`config.mk`:
```
export PLATFORM = sky130hd
export DESIGN_NAME = adder_err_monitor_flat
export DESIGN_NICKNAME = d
export VERILOG_FILES = /design/src/rtl/adder_err_pkg.sv /design/src/rtl/adder_err_monitor_if.sv /design/src/rtl/adder_err_monitor_err_calc_stage.sv /design/src/rtl/adder_err_monitor.sv /design/src/flat_wrapper.sv
export SDC_FILE = /design/constraint.sdc
export NUM_CORES = 1
export LEC_CHECK = 0
export ABC_CLOCK_PERIOD_IN_PS = 8350
export CAP_MARGIN = 15
export CORE_MARGIN = 3
export CORE_UTILIZATION = 51
export DETAILED_ROUTE_END_ITERATION = 16
export PLACE_DENSITY_LB_ADDON = 0.15
export SETUP_SLACK_MARGIN = 0.02
export SLEW_MARGIN = 30
export SYNTH_ARGS = -nofsm -noshare
export SYNTH_HDL_FRONTEND = slang
export SYNTH_SLANG_ARGS = --single-unit
export TNS_END_PERCENT = 20
```
`constraint.sdc`:
```
create_clock -name clk -period 8.35 [get_ports clk]
set_input_delay 1.2525 -clock clk [delete_from_list [all_inputs] [get_ports clk]]
set_output_delay 1.2525 -clock clk [all_outputs]
set_load 0.01 [all_outputs]
```
`src/rtl/adder_err_pkg.sv`:
```
// Shared types and default sizing for the adder error monitor.
package adder_err_pkg;

   localparam int unsigned DefWidth = 16;
   localparam int unsigned DefCntW  = 32;

   typedef enum logic [1:0] {
      StIdle,
      StRun,
      StDrain,
      StDone
   } state_e;

endpackage

```
`src/rtl/adder_err_monitor_if.sv`:
```
// Sample bus: operands and approximate result from the adder under test.
interface adder_err_monitor_if
   import adder_err_pkg::*;
#(
   parameter int unsigned WIDTH = DefWidth
) ();

   logic             in_valid;
   logic             in_ready;
   logic [WIDTH-1:0] op_a;
   logic [WIDTH-1:0] op_b;
   logic             op_cin;
   logic [WIDTH:0]   approx_sum;

   modport master (
      output in_valid,
      output op_a,
      output op_b,
      output op_cin,
      output approx_sum,
      input  in_ready
   );

   modport slave (
      input  in_valid,
      input  op_a,
      input  op_b,
      input  op_cin,
      input  approx_sum,
      output in_ready
   );

endinterface

```
`src/rtl/adder_err_monitor_err_calc_stage.sv`:
```
// Stage 1: exact reference sum and error terms, registered on the accept edge.
module err_calc_stage
   import adder_err_pkg::*;
#(
   parameter int unsigned WIDTH = DefWidth
) (
   input  logic             clk,
   input  logic             rst,
   input  logic             i_accept,
   input  logic [WIDTH-1:0] i_op_a,
   input  logic [WIDTH-1:0] i_op_b,
   input  logic             i_op_cin,
   input  logic [WIDTH:0]   i_approx_sum,
   output logic             o_valid,
   output logic [WIDTH+1:0] o_diff,
   output logic [WIDTH:0]   o_abs,
   output logic             o_mismatch
);

   logic [WIDTH:0]   w_exact;
   logic [WIDTH+1:0] w_diff;
   logic [WIDTH:0]   w_abs;
   logic             w_mismatch;

   logic             r_valid;
   logic [WIDTH+1:0] r_diff;
   logic [WIDTH:0]   r_abs;
   logic             r_mismatch;

   // Combinational error terms; the extra diff bit carries the sign.
   always_comb begin
      w_exact    = {1'b0, i_op_a} + {1'b0, i_op_b} + {{WIDTH{1'b0}}, i_op_cin};
      w_diff     = {1'b0, w_exact} - {1'b0, i_approx_sum};
      w_abs      = (w_exact >= i_approx_sum) ? (w_exact - i_approx_sum)
                                             : (i_approx_sum - w_exact);
      w_mismatch = (w_exact != i_approx_sum);
   end

   // Capture error terms only for accepted samples; valid marks them for stage 2.
   always_ff @(posedge clk or posedge rst) begin
      if (rst) begin
         r_valid    <= 1'b0;
         r_diff     <= '0;
         r_abs      <= '0;
         r_mismatch <= 1'b0;
      end else begin
         r_valid <= i_accept;
         if (i_accept) begin
            r_diff     <= w_diff;
            r_abs      <= w_abs;
            r_mismatch <= w_mismatch;
         end
      end
   end

   assign o_valid    = r_valid;
   assign o_diff     = r_diff;
   assign o_abs      = r_abs;
   assign o_mismatch = r_mismatch;

endmodule

```
`src/rtl/adder_err_monitor.sv`:
```
// Measures error statistics of an approximate adder over a run of n samples.
module adder_err_monitor
   import adder_err_pkg::*;
#(
   parameter int unsigned WIDTH = DefWidth,
   parameter int unsigned CNT_W = DefCntW
) (
   input  logic                   clk,
   input  logic                   rst,
   input  logic                   i_start,
   input  logic [CNT_W-1:0]       i_n_samples,
   adder_err_monitor_if.slave     bus,
   output logic                   o_busy,
   output logic                   o_done,
   output logic [CNT_W-1:0]       o_sample_cnt,
   output logic [CNT_W-1:0]       o_err_cnt,
   output logic [WIDTH+CNT_W:0]   o_sum_ed,
   output logic [WIDTH+CNT_W+1:0] o_sum_oe,
   output logic [WIDTH:0]         o_max_ed
);

   localparam int unsigned EdW = WIDTH + CNT_W + 1;
   localparam int unsigned OeW = WIDTH + CNT_W + 2;

   state_e           r_state;
   state_e           w_state_d;
   logic             r_busy;
   logic             r_done;
   logic             w_busy_d;
   logic             w_done_d;
   logic             w_in_ready;

   logic [CNT_W-1:0] r_n_cap;
   logic [CNT_W-1:0] r_acc_cnt;
   logic             w_accept;
   logic             w_last;
   logic             w_start_acc;

   logic             w_s1_valid;
   logic [WIDTH+1:0] w_s1_diff;
   logic [WIDTH:0]   w_s1_abs;
   logic             w_s1_mismatch;

   logic [CNT_W-1:0] r_sample_cnt;
   logic [CNT_W-1:0] r_err_cnt;
   logic [EdW-1:0]   r_sum_ed;
   logic [OeW-1:0]   r_sum_oe;
   logic [WIDTH:0]   r_max_ed;

   assign w_start_acc = (r_state == StIdle) && i_start;
   assign w_accept    = bus.in_valid && w_in_ready;
   assign w_last      = ((r_acc_cnt + CNT_W'(1)) == r_n_cap);

   err_calc_stage #(
      .WIDTH (WIDTH)
   ) u_stage1 (
      .clk          (clk),
      .rst          (rst),
      .i_accept     (w_accept),
      .i_op_a       (bus.op_a),
      .i_op_b       (bus.op_b),
      .i_op_cin     (bus.op_cin),
      .i_approx_sum (bus.approx_sum),
      .o_valid      (w_s1_valid),
      .o_diff       (w_s1_diff),
      .o_abs        (w_s1_abs),
      .o_mismatch   (w_s1_mismatch)
   );

   // FSM state register.
   always_ff @(posedge clk or posedge rst) begin
      if (rst) begin
         r_state <= StIdle;
      end else begin
         r_state <= w_state_d;
      end
   end

   // FSM next state; a zero-length run skips straight to DRAIN.
   always_comb begin
      w_state_d = r_state;
      unique case (r_state)
         StIdle: begin
            if (i_start) begin
               w_state_d = (i_n_samples == '0) ? StDrain : StRun;
            end
         end
         StRun: begin
            if (w_accept && w_last) begin
               w_state_d = StDrain;
            end
         end
         StDrain: w_state_d = StDone;
         StDone:  w_state_d = StIdle;
      endcase
   end

   // FSM outputs: busy/done decoded from next state so they can be registered.
   always_comb begin
      w_busy_d   = (w_state_d != StIdle);
      w_done_d   = (w_state_d == StDone);
      w_in_ready = (r_state == StRun) && (r_acc_cnt < r_n_cap);
   end

   // Registered status outputs.
   always_ff @(posedge clk or posedge rst) begin
      if (rst) begin
         r_busy <= 1'b0;
         r_done <= 1'b0;
      end else begin
         r_busy <= w_busy_d;
         r_done <= w_done_d;
      end
   end

   // Run length capture and accepted-sample count.
   always_ff @(posedge clk or posedge rst) begin
      if (rst) begin
         r_n_cap   <= '0;
         r_acc_cnt <= '0;
      end else if (w_start_acc) begin
         r_n_cap   <= i_n_samples;
         r_acc_cnt <= '0;
      end else if (w_accept) begin
         r_acc_cnt <= r_acc_cnt + CNT_W'(1);
      end
   end

   // Stage 2: accumulate statistics one edge after each accept.
   always_ff @(posedge clk or posedge rst) begin
      if (rst) begin
         r_sample_cnt <= '0;
         r_err_cnt    <= '0;
         r_sum_ed     <= '0;
         r_sum_oe     <= '0;
         r_max_ed     <= '0;
      end else if (w_start_acc) begin
         r_sample_cnt <= '0;
         r_err_cnt    <= '0;
         r_sum_ed     <= '0;
         r_sum_oe     <= '0;
         r_max_ed     <= '0;
      end else if (w_s1_valid) begin
         r_sample_cnt <= r_sample_cnt + CNT_W'(1);
         r_err_cnt    <= r_err_cnt + CNT_W'(w_s1_mismatch);
         r_sum_ed     <= r_sum_ed + {{CNT_W{1'b0}}, w_s1_abs};
         r_sum_oe     <= r_sum_oe + {{CNT_W{w_s1_diff[WIDTH+1]}}, w_s1_diff};
         if (w_s1_abs > r_max_ed) begin
            r_max_ed <= w_s1_abs;
         end
      end
   end

   assign bus.in_ready  = w_in_ready;
   assign o_busy        = r_busy;
   assign o_done        = r_done;
   assign o_sample_cnt  = r_sample_cnt;
   assign o_err_cnt     = r_err_cnt;
   assign o_sum_ed      = r_sum_ed;
   assign o_sum_oe      = r_sum_oe;
   assign o_max_ed      = r_max_ed;

endmodule

```
`src/flat_wrapper.sv`:
```
// flat-port wrapper written by rule: the top's interface ports become plain ports
module adder_err_monitor_flat import adder_err_pkg::*;
#(
   parameter int unsigned WIDTH = DefWidth,
   parameter int unsigned CNT_W = DefCntW
)
  (clk, rst, i_start, i_n_samples, o_busy, o_done, o_sample_cnt, o_err_cnt, o_sum_ed, o_sum_oe, o_max_ed, bus_in_valid, bus_op_a, bus_op_b, bus_op_cin, bus_approx_sum, bus_in_ready);
  adder_err_monitor_if #(.WIDTH(WIDTH)) bus_i ();
  input  logic clk;
  input  logic rst;
  input  logic i_start;
  input  logic [CNT_W-1:0] i_n_samples;
  output logic o_busy;
  output logic o_done;
  output logic [CNT_W-1:0] o_sample_cnt;
  output logic [CNT_W-1:0] o_err_cnt;
  output logic [WIDTH+CNT_W:0] o_sum_ed;
  output logic [WIDTH+CNT_W+1:0] o_sum_oe;
  output logic [WIDTH:0] o_max_ed;
  input wire logic [$bits(bus_i.in_valid)-1:0] bus_in_valid;
  input wire logic [$bits(bus_i.op_a)-1:0] bus_op_a;
  input wire logic [$bits(bus_i.op_b)-1:0] bus_op_b;
  input wire logic [$bits(bus_i.op_cin)-1:0] bus_op_cin;
  input wire logic [$bits(bus_i.approx_sum)-1:0] bus_approx_sum;
  output wire logic [$bits(bus_i.in_ready)-1:0] bus_in_ready;
  assign bus_i.in_valid = bus_in_valid;
  assign bus_i.op_a = bus_op_a;
  assign bus_i.op_b = bus_op_b;
  assign bus_i.op_cin = bus_op_cin;
  assign bus_i.approx_sum = bus_approx_sum;
  assign bus_in_ready = bus_i.in_ready;
  adder_err_monitor #(.WIDTH(WIDTH), .CNT_W(CNT_W)) u_core (.clk(clk), .rst(rst), .i_start(i_start), .i_n_samples(i_n_samples), .bus(bus_i), .o_busy(o_busy), .o_done(o_done), .o_sample_cnt(o_sample_cnt), .o_err_cnt(o_err_cnt), .o_sum_ed(o_sum_ed), .o_sum_oe(o_sum_oe), .o_max_ed(o_max_ed));
endmodule
```
---- Yosys cells after proc, flatten, opt, wreduce, memory -nomap -nowiden ----
Cells that the tools add are included.
cells by class
  bitwise operators ....................... 0
  equal/unequal tests ..................... 6
  shift-type cells ........................ 0
  add/subtract/negate cells ............... 10
  $lt $le $gt $ge ......................... 3
  multipliers ............................. 0
  reduce and logical (&&, ||, !) cells .... 11
  div/mod/pow operators ................... 0
  multiplexer cells ....................... 18
operators with widths
  operator                                                         count
  32-bit two-way mux                                               6
  50-bit two-way mux                                               2
  49-bit two-way mux                                               2
  17-bit two-way mux                                               4
  32-bit by 1-bit adder with 32-bit output, second input constant  2
  50-bit adder                                                     1
  49-bit by 17-bit adder with 49-bit output                        1
  17-bit subtractor                                                2
  32-bit by 1-bit adder with 32-bit output                         1
  32-bit == test                                                   1
  32-bit logical NOT                                               1
  32-bit < comparator                                              1
  17-bit by 17-bit subtractor with 18-bit output                   1
  16-bit by 16-bit adder with 17-bit output                        1
  17-bit by 1-bit adder with 17-bit output                         1
  17-bit greater-or-equal comparator                               1
  17-bit greater-than comparator                                   1
  17-bit inequality test                                           1
  2-bit case mux with 4 select lines                               1
  2-bit nonzero test                                               4
  2-bit == test, second input constant                             3
  2-bit two-way mux                                                3
  1-bit logical AND                                                4
  2-bit by 1-bit == test with 1-bit output, second input constant  1
  2 further kinds                                                  2
word-level totals
  memory bits (read-only) ................. 0
  RAM bits ................................ 0
  output and inout port bits .............. 183
  memories kept ........................... 0
  bits of input ports ..................... 86
  logic and storage cells ................. 62
  latch bits .............................. 0
  bits in registers ....................... 285

---- Logic depth before layout (Yosys ltp) ----
  word-level depth ........................ 7
  gate-level depth with buffers ........... 24
  mapped depth without buffers ............ 22

---- Modules after synthesis ----
From an unflattened synthesis, not the netlist that was laid out.
second synthesis, totals
  cell total of the unflattened synthesis .. 2344
  area, all modules ....................... 20439.6 um2
by module, submodules not included
  module             cells an instance  sequential area each (um2)  area an instance (um2)  times used
  adder_err_monitor  1847               6206.0                      16344.4                 1
  err_calc_stage     497                900.9                       4095.2                  1

---- Worst setup path after synthesis ----
Ideal clock, no wire load.
  kind .................................... input to register
  from .................................... input port bus_op_cin
  to ...................................... register u_core.u_stage1.r_abs[9], in the netlist u_core.u_stage1.o_abs[9]
  path buffers ............................ 2
  slack ................................... 2577 ps
  stages on the path ...................... 23
  arrival time ............................ 5636 ps
  library setup time ...................... 137 ps
  data required time ...................... 8213 ps
  path through ............................ fa_1 -> inv_1 -> fa_1 -> nor2b_1 -> o21ai_0 -> a21boi_0 -> o21ai_0 -> a21oi_1 -> a41oi_1 -> a21oi_1 -> a311oi_1 -> o21ai_0 -> ha_1 -> clkbuf_1 -> inv_1 -> or3_1 -> nor4_1 -> or3_1 -> o32ai_4 -> buf_6 -> mux2i_1 -> xnor2_1 -> a21oi_1
on the way
  longest elaborated chain between the ends .. 3
  elaborated cells on any way between the ends .. 5
  classes of those cells .................. add/sub (3); order compare (1); mux (1)
ends and longest elaborated chain
  what                                          RTL line                                text
  from (decl)                                   flat_wrapper.sv:23                      input wire logic [$bits(bus_i.op_cin)-1:0] bus_op_cin;
  17-bit by 1-bit adder with 17-bit output (*)  adder_err_monitor_err_calc_stage.sv:32  w_exact = {1'b0, i_op_a} + {1'b0, i_op_b} + {{WIDTH{1'b0}}, i_op_cin};
  17-bit subtractor (tied with other cells)     adder_err_monitor_err_calc_stage.sv:35  : (i_approx_sum - w_exact);
  17-bit two-way mux (*)                        adder_err_monitor_err_calc_stage.sv:34  w_abs = (w_exact >= i_approx_sum) ? (w_exact - i_approx_sum)
  to (signal assigned)                          adder_err_monitor_err_calc_stage.sv:50  r_abs <= w_abs;
  to (decl)                                     adder_err_monitor_err_calc_stage.sv:27  logic [WIDTH:0] r_abs;
Mark *: on every way between the ends. The rest lies on a longest branch, timed or not.
A chain may end at the register's enable or synchronous reset.

---- Worst setup path after layout ----
  from .................................... input port bus_op_cin
  to ...................................... register u_core.u_stage1.r_abs[2], in the netlist u_core.u_stage1.o_abs[2]
Same word-level chain as after synthesis.

==> flow_metrics.py <==
metrics = {
    "sta": {
        "maxSlewViolCount": 0,
        "grt_setup_unrepaired": "no",
        "max-slew-margin-rel_pct": 33.5,
        "fmax_ghz": 0.150,
        "setup_violations": 0,
        "post-route-period-util_pct": 79.6,
        "period_needed_ps": 6650,
        "worstMarginPinSlew_ps": 998,
        "fin_setup_tns_ps": 0,
        "clock-skew-final_ps": 35.9,
        "finalHoldViolations": 0,
    },
    "clock_tree": {
        "cts.reportedPaths.clkPinSlew_ps": 50,
        "cts_root_buf": "clkbuf_16",
        "cts_buffer_depth": 3,
        "cts_hold_buf": 0,
        "cts_tree": "done",
        "post-cts-setup-buffers": 0,
        "cts.sinks": 284,
        "ctsResizeCount": 0,
        "cts_max_level": 2,
        "cts_made_buffers": 35,
        "clk_latency_ps": 550,
    },
    "synth": {
        "yosysTopAreaCellShare_pct": 34.6,
        "synth_ff_type": "dfrtp_1",
        "yosysSeqAreaShare_pct": 34.6,
        "synth_edf_count": 0,
        "synth_common_cells": "dfrtp_1 (284), nor2_1 (243), nand2_1 (200), ha_1 (167), a21oi_1 (155)",
        "syn_nets": 2606,
        "synth.avg_cell_area_um2": 8.76,
        "yosys_warnings": 0,
        "synth_cells": 2347,
        "netlist_area_mm2": 0.0206,
        "ys_types": 85,
        "yosysTopAreaCell": "dfrtp_1",
        "ys_seq_elements": 284,
        "yosysMostFrequentCell": "dfrtp_1",
        "yosys-top-cells-area": "dfrtp_1 (35%), ha_1 (10%), xnor2_1 (5.1%), nor2_1 (4.4%), mux2i_1 (4.3%)",
        "async_flop_share_pct": 100,
    },
    "power": {
        "vdd_drop_max_mv": 0.176,
        "cellPowerDensity_mw_per_mm2": 362,
        "p_leak_nw": 11.0,
    },
    "drt": {
        "drt_first_pass_iters": 5,
        "route.antenna.remaining_nets": 0,
        "dr_wl_met3_um": 2980,
        "post_drt_wl_per_cell_um": 17.7,
        "totalWireLength_um": 55100,
        "vias": 17900,
        "drt-met1-wl_um": 25200,
        "drc": 0,
        "first_iter_violations": 1119,
        "top_layer": "met4",
        "avgViaCountPerCell": 5.76,
        "wl_met2_um": 25300,
    },
    "job": {
        "drv_cap": 0,
    },
    "grt": {
        "grt_pass1_wl_um": 89100,
        "grtUsageTotal_pct": 25.5,
        "grt_pass1_vias": 17400,
        "overflow": 0,
        "antenna_found_initial": 0,
        "grt_start_max_net_pins": 181,
    },
    "setup_path": {
        "critPathKind": "input port to flop",
        "crit_family": "compound AO/OA/AOI/OAI gates",
        "crit_chain": "clkdlybuf4s50_1 -> fa_1 -> inv_1 -> fa_1 -> nor2b_1 -> o21ai_0 -> a21boi_0 -> o21ai_0 -> a21oi_1 -> a41oi_1 -> nor2b_1 -> xnor2_1 -> ha_1 -> and4_1 -> nand3_1 -> a31oi_1 -> o31ai_1 -> a211oi_2 -> o32ai_4 -> buf_4 -> mux2i_1 -> xnor2_1 -> mux2_2",
        "worstPathArrival_ps": 7050,
        "slowest_delay_ps": 630,
        "crit_path_max_fanout": 10,
        "worstSetupEndpointType": "flop",
        "worstPathRequired_ps": 8750,
        "path_buf_inv": 3,
        "critical_path.slowest_cell": "o32ai_4",
        "crit_path_start_kind": "input port",
    },
    "placed_design": {
        "gp_congestion": 0.906,
        "post-place-cells": 3046,
        "hpwl_um": 40800,
        "port_buffers": 268,
    },
    "die": {
        "io_pins": 269,
        "dieArea_mm2": 0.0427,
        "chipWidth_um": 207,
        "fp.dieH_um": 207,
        "initial_utilization_pct": 52.4,
        "core_mm2": 0.0392,
        "rows": 72,
    },
    "final_layout": {
        "area_delta_synth_final_pct": 20.6,
        "nets": 2825,
        "diodes": 0,
        "layoutNonFillerInstCount": 3110,
        "drive_above_1_share_pct": 5.13,
    },
    "run_status": {
        "outcome": "complete, no violations",
    },
    "worst_hold_path": {
        "hp-class": "flop to flop",
    },
}
registers in the layout, indices dropped and copies added, names as in the netlist:
signal and cells:
u_core.o_sum_oe 50, u_core.o_sum_ed 49, u_core.o_err_cnt 32, u_core.o_sample_cnt 32, u_core.r_acc_cnt 32, u_core.r_n_cap 32
u_core.u_stage1.o_diff 18, u_core.o_max_ed 17, u_core.u_stage1.o_abs 16, u_core.r_state 2, u_core.o_busy 1, u_core.o_done 1
u_core.u_stage1.o_mismatch 1, u_core.u_stage1.o_valid 1
cells in the final DEF (no fill, tap or decap), drive strengths merged, types with 52 or more instances in the layout:
| cell type | instances |
|---|---|
| dfrtp | 284 |
| clkdlybuf4s50 | 268 |
| nor2 | 243 |
| nand2 | 200 |
| ha | 167 |
| a21oi | 155 |
| o21ai | 135 |
| inv | 134 |
| xnor2 | 119 |
| mux2i | 89 |
| xor2 | 85 |
| nand3 | 71 |
| a21o | 61 |
| clkbuf | 53 |
| nand4 | 52 |
logic make-up (layout without fill, tap and decap cells):
logic type	after synthesis	count (layout)	share of synthesized area [%]
buffers and inverters	235	480	4.43
xor gates and xnor gates	204	204	8.69
AOI/OAI and AO/OA	534	534	16.5
muxes	121	121	6.09
and+or+nand+nor	796	796	19.0
DFF	284	284	34.6
adders and majority gates	173	173	10.8
power by group:
group | total, mW | switching (mW) | internal, mW
sequential | 2.30 | 0.493 | 1.81
combinational | 5.20 | 2.81 | 2.39
clock | 1.47 | 0.605 | 0.867
worst min-delay path, delay by kind of cell, from the launching register on:
family,cells,cell delay (ps)
flops,1,340
simple gates,2,120
routing by layer:
metal	up-vias	GRT usage, %
met5	-	0
li1	8774	-
met4	0	8.72
met3	96	3.34
met2	459	41.6
met1	8583	35.2
final cells by class:
type                       count  area [µm²]
fill                        3428       14400
multi-input combinational   1828       12600
sequential                   284        7110
timing repair buffer         283        2840
clock buffer                  53        1040
tap                          518         648
inverter                     134         507
clock inverter                10        68.8
through the flow:
| step | hold WS (ps) | area (µm²) | power (mW) | setup WS (ps) | util [%] |
|---|---|---|---|---|---|
| floorplan | 450 | 20600 | 5.84 | 2580 | - |
| global placement | 466 | 23600 | 7.33 | 1300 | 60.3 |
| detailed placement | 479 | 23600 | 7.47 | 1190 | 60.3 |
| CTS | 493 | 24800 | 8.99 | 1720 | 63.2 |
| global route | 537 | 24800 | 9.71 | 1230 | 63.2 |
| finish | 484 | 24800 | 8.97 | 1700 | 63.2 |
final timing paths:
check	start	end	slack, ps	cells past startpoint
setup reg to reg	u_core.r_acc_cnt[11]	u_core.u_stage1.o_diff[5]	4290	10
hold reg to reg	u_core.r_n_cap[0]	u_core.r_n_cap[0]	480	2
hold / removal	u_core.r_n_cap[0]	u_core.r_n_cap[0]	480	2
min in group asynchronous	rst	u_core.o_sample_cnt[8]	1310	3
max in group asynchronous	rst	u_core.o_sum_oe[3]	5640	5
setup / recovery	bus_op_cin	u_core.u_stage1.o_abs[2]	1700	23
Power figures use the tool's default switching activity.
==> variant 1, RTL diff (config.mk and constraints unchanged) <==
The package constant `DefCntW` goes from 32 to 16.
--- a/src/rtl/adder_err_pkg.sv
+++ b/src/rtl/adder_err_pkg.sv
@@ -2,7 +2,7 @@
 package adder_err_pkg;
 
    localparam int unsigned DefWidth = 16;
-   localparam int unsigned DefCntW  = 32;
+   localparam int unsigned DefCntW  = 16;
 
    typedef enum logic [1:0] {
       StIdle,
Ports: changed (5 resized); port bits go from 269 to 189. The function was not compared with the original's and may differ.
==> variant 1 against the original RTL <==
  * Fmax grew 2.1%
  * Sequential power is 30% lower
  * Count of clock-buffer cells in the layout fell by 35
  * Worst setup slack improved by 0.13 ns
  * Sequential share of layout area rose by 0.17 points
  * Sequential cell count decreased by 96
  * Total power down 33%
  * Synthesized area down 34%
  * Final area fell by 34%
  * Critical endpoint is now u_core.u_stage1.o_abs[3]
  * Largest cell class unchanged
  * Wire length is 39% lower
==> variant 1: results (changes against the original RTL) <==
Finish
  • Number of nets in the final layout: 1920 (-32%)
  • Data-path buffer share of cell area in the final layout: 11.9% (+0.44 points)
  • Number of multi-input combinational cells: 1210 (-34%)
  • Share of final layout cell area taken by clock buffers and inverters: 3.54% (-0.96 points)
  • Ratio of cells with drive above 1 in the final layout: 4.01% (-1.1 points)
  • Number of flip-flops under the largest register name: 34 (-32%)
  • Fraction of area in multi-input gates: 50.9% (+0.15 points)

Route
  • Routed length on met1: 16400 µm (-35%)
  • Met2 WL post-DR: 15100 µm (-40%)

Worst setup path
  • Slack of the worst reg-to-reg path: 4.43 ns (+0.14 ns)
  • Worst Path Arrival: 6.80 ns (-0.25 ns)
  • End of the worst register-to-register path: u_core.r_acc_cnt[15]
  • Crit path largest cell delay: 0.72 ns (+0.09 ns)
  • Maximum fanout encountered on the critical timing path: 15 (+5)

Synth
  • Share of the synthesized area in compound gates (AO/OA/AOI/OAI): 18.1% (+1.7 points)
  • Adder and majority cell fraction of the synthesized area: 13.3% (+2.5 points)
  • Synth Net Count: 1766 (-32%)

GRT
  • Global-route wire length before repair: 56800 µm (-36%)
  • Pin count of the biggest net entering global routing: 129 (-29%)
  • Via count of the first global-routing pass: 11300 (-35%)
  • GR Util met1: 34.5% (-0.68 points)

Pwr
  • P_comb: 3.58 mW (-31%)

Place
  • Gp weighted congestion: 0.879 (-3.0%)

STA
  • Slew margin rel.: 37.8% (+4.3 points)

Run status
  • Run status: finished clean

Clock network
  • Max Root-Sink Buffers: 2 (-1)
[variant 1: cell count changes after synthesis, sizes merged, moves of 26 or more]
| cell | unedited run | this run |
|---|---|---|
| clkbuf | 75 | 49 |
| dfrtp | 284 | 188 |
| xnor2 | 119 | 80 |
| a21oi | 155 | 112 |
| nand4 | 52 | 23 |
| inv | 133 | 96 |
| ha | 167 | 135 |
| nand2 | 200 | 131 |
| xor2 | 85 | 59 |
| mux2i | 89 | 47 |
| mux2 | 32 | 6 |
| nor2 | 243 | 142 |
[variant 1: logic make-up (layout without fill, tap and decap cells)]
group / after synthesis / after routing
compound gates: 401 / 401
xor+xnor: 139 / 139
fa+ha+maj: 141 / 141
buf+inv: 157 / 324
flops: 188 / 188
mux: 53 / 53
simple gates: 476 / 476
[variant 1: per-stage QoR]
step,cell area (µm²),power (mW),hold slack [ns]
final,16300,6.01,0.503
after global placement,15700,5.08,0.477
after CTS,16300,6.03,0.511
after global routing,16300,6.56,0.537
after floorplan,13600,4.08,0.443
after detailed placement,15700,5.18,0.492
[variant 1: critical path: cells and delay by family]
family                     cells  cell delay, ns
muxes                          1            0.32
xor gates and xnor gates       2            0.34
AOI/OAI and AO/OA              7            1.15
adders and majority gates      3            1.06
and+or+nand+nor                9            2.13
buffers and inverters          2            0.51
[variant 1: worst max path at each step]
stage,to,startpoint
after floorplan,u_core.o_busy,rst
after global placement,u_core.u_stage1.o_abs[3],bus_op_cin
after detailed placement,u_core.u_stage1.o_abs[9],bus_op_cin
after CTS,u_core.u_stage1.o_abs[9],bus_op_cin
after global routing,u_core.u_stage1.o_abs[6],bus_op_cin
final,u_core.u_stage1.o_abs[3],bus_op_cin
==> variant 2, RTL diff (config.mk and constraints unchanged) <==
Without the edit above. Put one more register stage on the output `o_sample_cnt`, with the module's reset. The value now appears one clock later. The other outputs are not delayed to match.
--- a/src/rtl/adder_err_monitor.sv
+++ b/src/rtl/adder_err_monitor.sv
@@ -154,7 +154,13 @@
    assign bus.in_ready  = w_in_ready;
    assign o_busy        = r_busy;
    assign o_done        = r_done;
-   assign o_sample_cnt  = r_sample_cnt;
+   always_ff @(posedge clk or posedge rst) begin
+      if (rst) begin
+         o_sample_cnt <= '0;
+      end else begin
+         o_sample_cnt <= r_sample_cnt;
+      end
+   end
    assign o_err_cnt     = r_err_cnt;
    assign o_sum_ed      = r_sum_ed;
    assign o_sum_oe      = r_sum_oe;
Formal check against the unedited RTL: not equivalent (Yosys sat finds a counterexample within 4 cycles, from zero or initial values and one cycle with rst high).
==> variant 2 against the original RTL <==
  * Final area up 2.6%
  * Worst setup slack improved by 0.66 ns
  * Wire length barely moved
  * Sequential cell count up 32
  * Total power decreased by 5.5%
  * Non-clock buffer count down 5
  * Synthesized area is 2.5% higher
  * Sequential power grew 6%
  * Critical endpoint is now u_core.u_stage1.o_abs[12]
==> variant 2: results (changes against the original RTL) <==
Run status
  • Run status: finished clean

STA
  • Clock Skews: 0.0197 ns (-0.0162 ns)
  • Slew margin rel.: 40.4% (+6.9 points)

Finish
  • Ratio of cells with drive above 1 in the final layout: 5.68% (+0.55 points)
  • Number of nets in the final layout: 2820 (-0.18%)
  • Fill cells: 3431 (+0.088%)

Route
  • Amount of wire on met3 after detailed routing: 2760 µm (-7.5%)
  • Initial DRC Count: 1086 (-2.9%)
  • Mean routed wirelength per cell: 17.7 µm (about the same)
  • Met2 WL post-DR: 25800 µm (+2.1%)
  • Number of vias in the routed layout: 17800 (-0.39%)
  • Routed length on met1: 25200 µm (about the same)
  • Mean number of vias per cell: 5.73 (-0.48%)

Hold path
  • Terminating pin of the worst hold path: u_core.o_sample_cnt[29]
  • Cell count of the worst hold path: 0 (-2)
  • Worst hold path startpoint: u_core.r_sample_cnt[29]

Worst setup path
  • Crit path largest cell delay: 0.49 ns (-0.14 ns)
  • Maximum fanout encountered on the critical timing path: 11 (+1)
  • Slack of the worst reg-to-reg path: 4.06 ns (-0.23 ns)
  • Cell with the largest stage delay on the worst path: sky130_fd_sc_hd__a2111o_1
  • Register-to-Register Path Depth: 13 (+3)
  • Reg-to-reg startpoint: u_core.r_acc_cnt[21]
  • End of the worst register-to-register path: u_core.r_state[0]

Synth
  • Sequential cell area fraction in the yosys report: 37.6% (+3.0 points)
  • Synthesized instance count: 2335 (-0.51%)
  • Top post-synthesis cells by area: sky130_fd_sc_hd__dfrtp_1 (38%), sky130_fd_sc_hd__ha_1 (9.9%), sky130_fd_sc_hd__xor2_1 (4.9%), sky130_fd_sc_hd__xnor2_1 (4.3%), sky130_fd_sc_hd__nor2_1 (4.2%)
  • Synth Net Count: 2594 (-0.46%)
  • Top cells by instance count after synthesis: sky130_fd_sc_hd__dfrtp_1 (316), sky130_fd_sc_hd__nor2_1 (235), sky130_fd_sc_hd__nand2_1 (172)

GRT
  • Overall global routing resource usage: 24.5% (-0.94 points)
  • Global-route wire length before repair: 89900 µm (+0.85%)
  • Via count of the first global-routing pass: 17400 (+0.24%)
  • Pin count of the biggest net entering global routing: 236 (+30%)

Pwr
  • Static leakage: 11.3 nW (+2.3%)
  • P_comb: 4.36 mW (-16%)
  • Internal power component: 5.04 mW (-0.58%)

Place
  • Detailed placer's ending HPWL: 40500 µm (-0.71%)
  • Gp weighted congestion: 0.918 (+1.3%)
  • Placed Cells incl. Taps: 3047 (+0.033%)

Clock network
  • Clock latency of the later-clocked register in the worst-skew pair: 0.55 ns (about the same)
  • Total clock buffers created by CTS: 36 (+2.9%)
[variant 2: cell count changes after synthesis, moves of 10 or more]
cell / unedited run / this run
sky130_fd_sc_hd__a22o_1: 10 / 0
sky130_fd_sc_hd__a31oi_1: 25 / 14
sky130_fd_sc_hd__clkbuf_1: 75 / 60
sky130_fd_sc_hd__dfrtp_1: 284 / 316
sky130_fd_sc_hd__mux2_2: 31 / 7
sky130_fd_sc_hd__mux2i_1: 89 / 50
sky130_fd_sc_hd__nand2_1: 200 / 172
sky130_fd_sc_hd__nand3_1: 70 / 91
sky130_fd_sc_hd__o21ai_0: 127 / 169
sky130_fd_sc_hd__o21ai_1: 8 / 21
sky130_fd_sc_hd__or4_1: 14 / 1
sky130_fd_sc_hd__xnor2_1: 119 / 103
sky130_fd_sc_hd__xor2_1: 85 / 117
[variant 2: worst max-delay path by stage]
stage / slack [ns] / endpoint
finish: 2.36 / u_core.u_stage1.o_abs[12]
floorplan: 2.78 / u_core.u_stage1.o_abs[7]
global route: 1.97 / u_core.u_stage1.o_abs[12]
global placement: 1.86 / u_core.u_stage1.o_abs[12]
CTS: 2.35 / u_core.u_stage1.o_abs[12]
detailed placement: 1.81 / u_core.u_stage1.o_abs[12]
[variant 2: area by class of cell]
| cell class | count | area [µm²] | area share, % |
|---|---|---|---|
| multi-input combinational | 1791 | 12300 | 48.2 |
| clock buffer | 50 | 1030 | 4.07 |
| clock inverter | 15 | 240 | 0.945 |
| sequential | 316 | 7910 | 31.1 |
| inverter | 138 | 522 | 2.05 |
| tap | 525 | 657 | 2.58 |
| timing repair buffer | 278 | 2810 | 11.0 |
[variant 2: logic make-up after synthesis]
group | count (synthesis) | share of synthesized area, %
compound gates | 580 | 17.4
xor+xnor | 220 | 9.15
fa+ha+maj | 173 | 10.5
buf+inv | 228 | 4.42
flops | 316 | 37.6
mux | 57 | 2.75
simple gates | 761 | 18.2
[variant 2: routing by layer]
metal  vias up  GRT usage, %
met5         -             0
met4         0          6.72
met3        89          4.07
met2       449          40.4
met1      8577          33.6
li1       8728             -
[variant 2: stage by stage]
| stage | total power, mW | instance area [µm²] | util (%) | hold WS [ns] | setup WS [ns] |
|---|---|---|---|---|---|
| after CTS | 8.52 | 25400 | 63.0 | 0.394 | 2.35 |
| after global placement | 6.66 | 24100 | 59.8 | 0.366 | 1.86 |
| after global routing | 9.14 | 25400 | 63.1 | 0.404 | 1.97 |
| after floorplan | 5.32 | 21100 | - | 0.354 | 2.78 |
| after detailed placement | 6.78 | 24100 | 59.9 | 0.375 | 1.81 |
| final | 8.48 | 25400 | 63.1 | 0.398 | 2.36 |
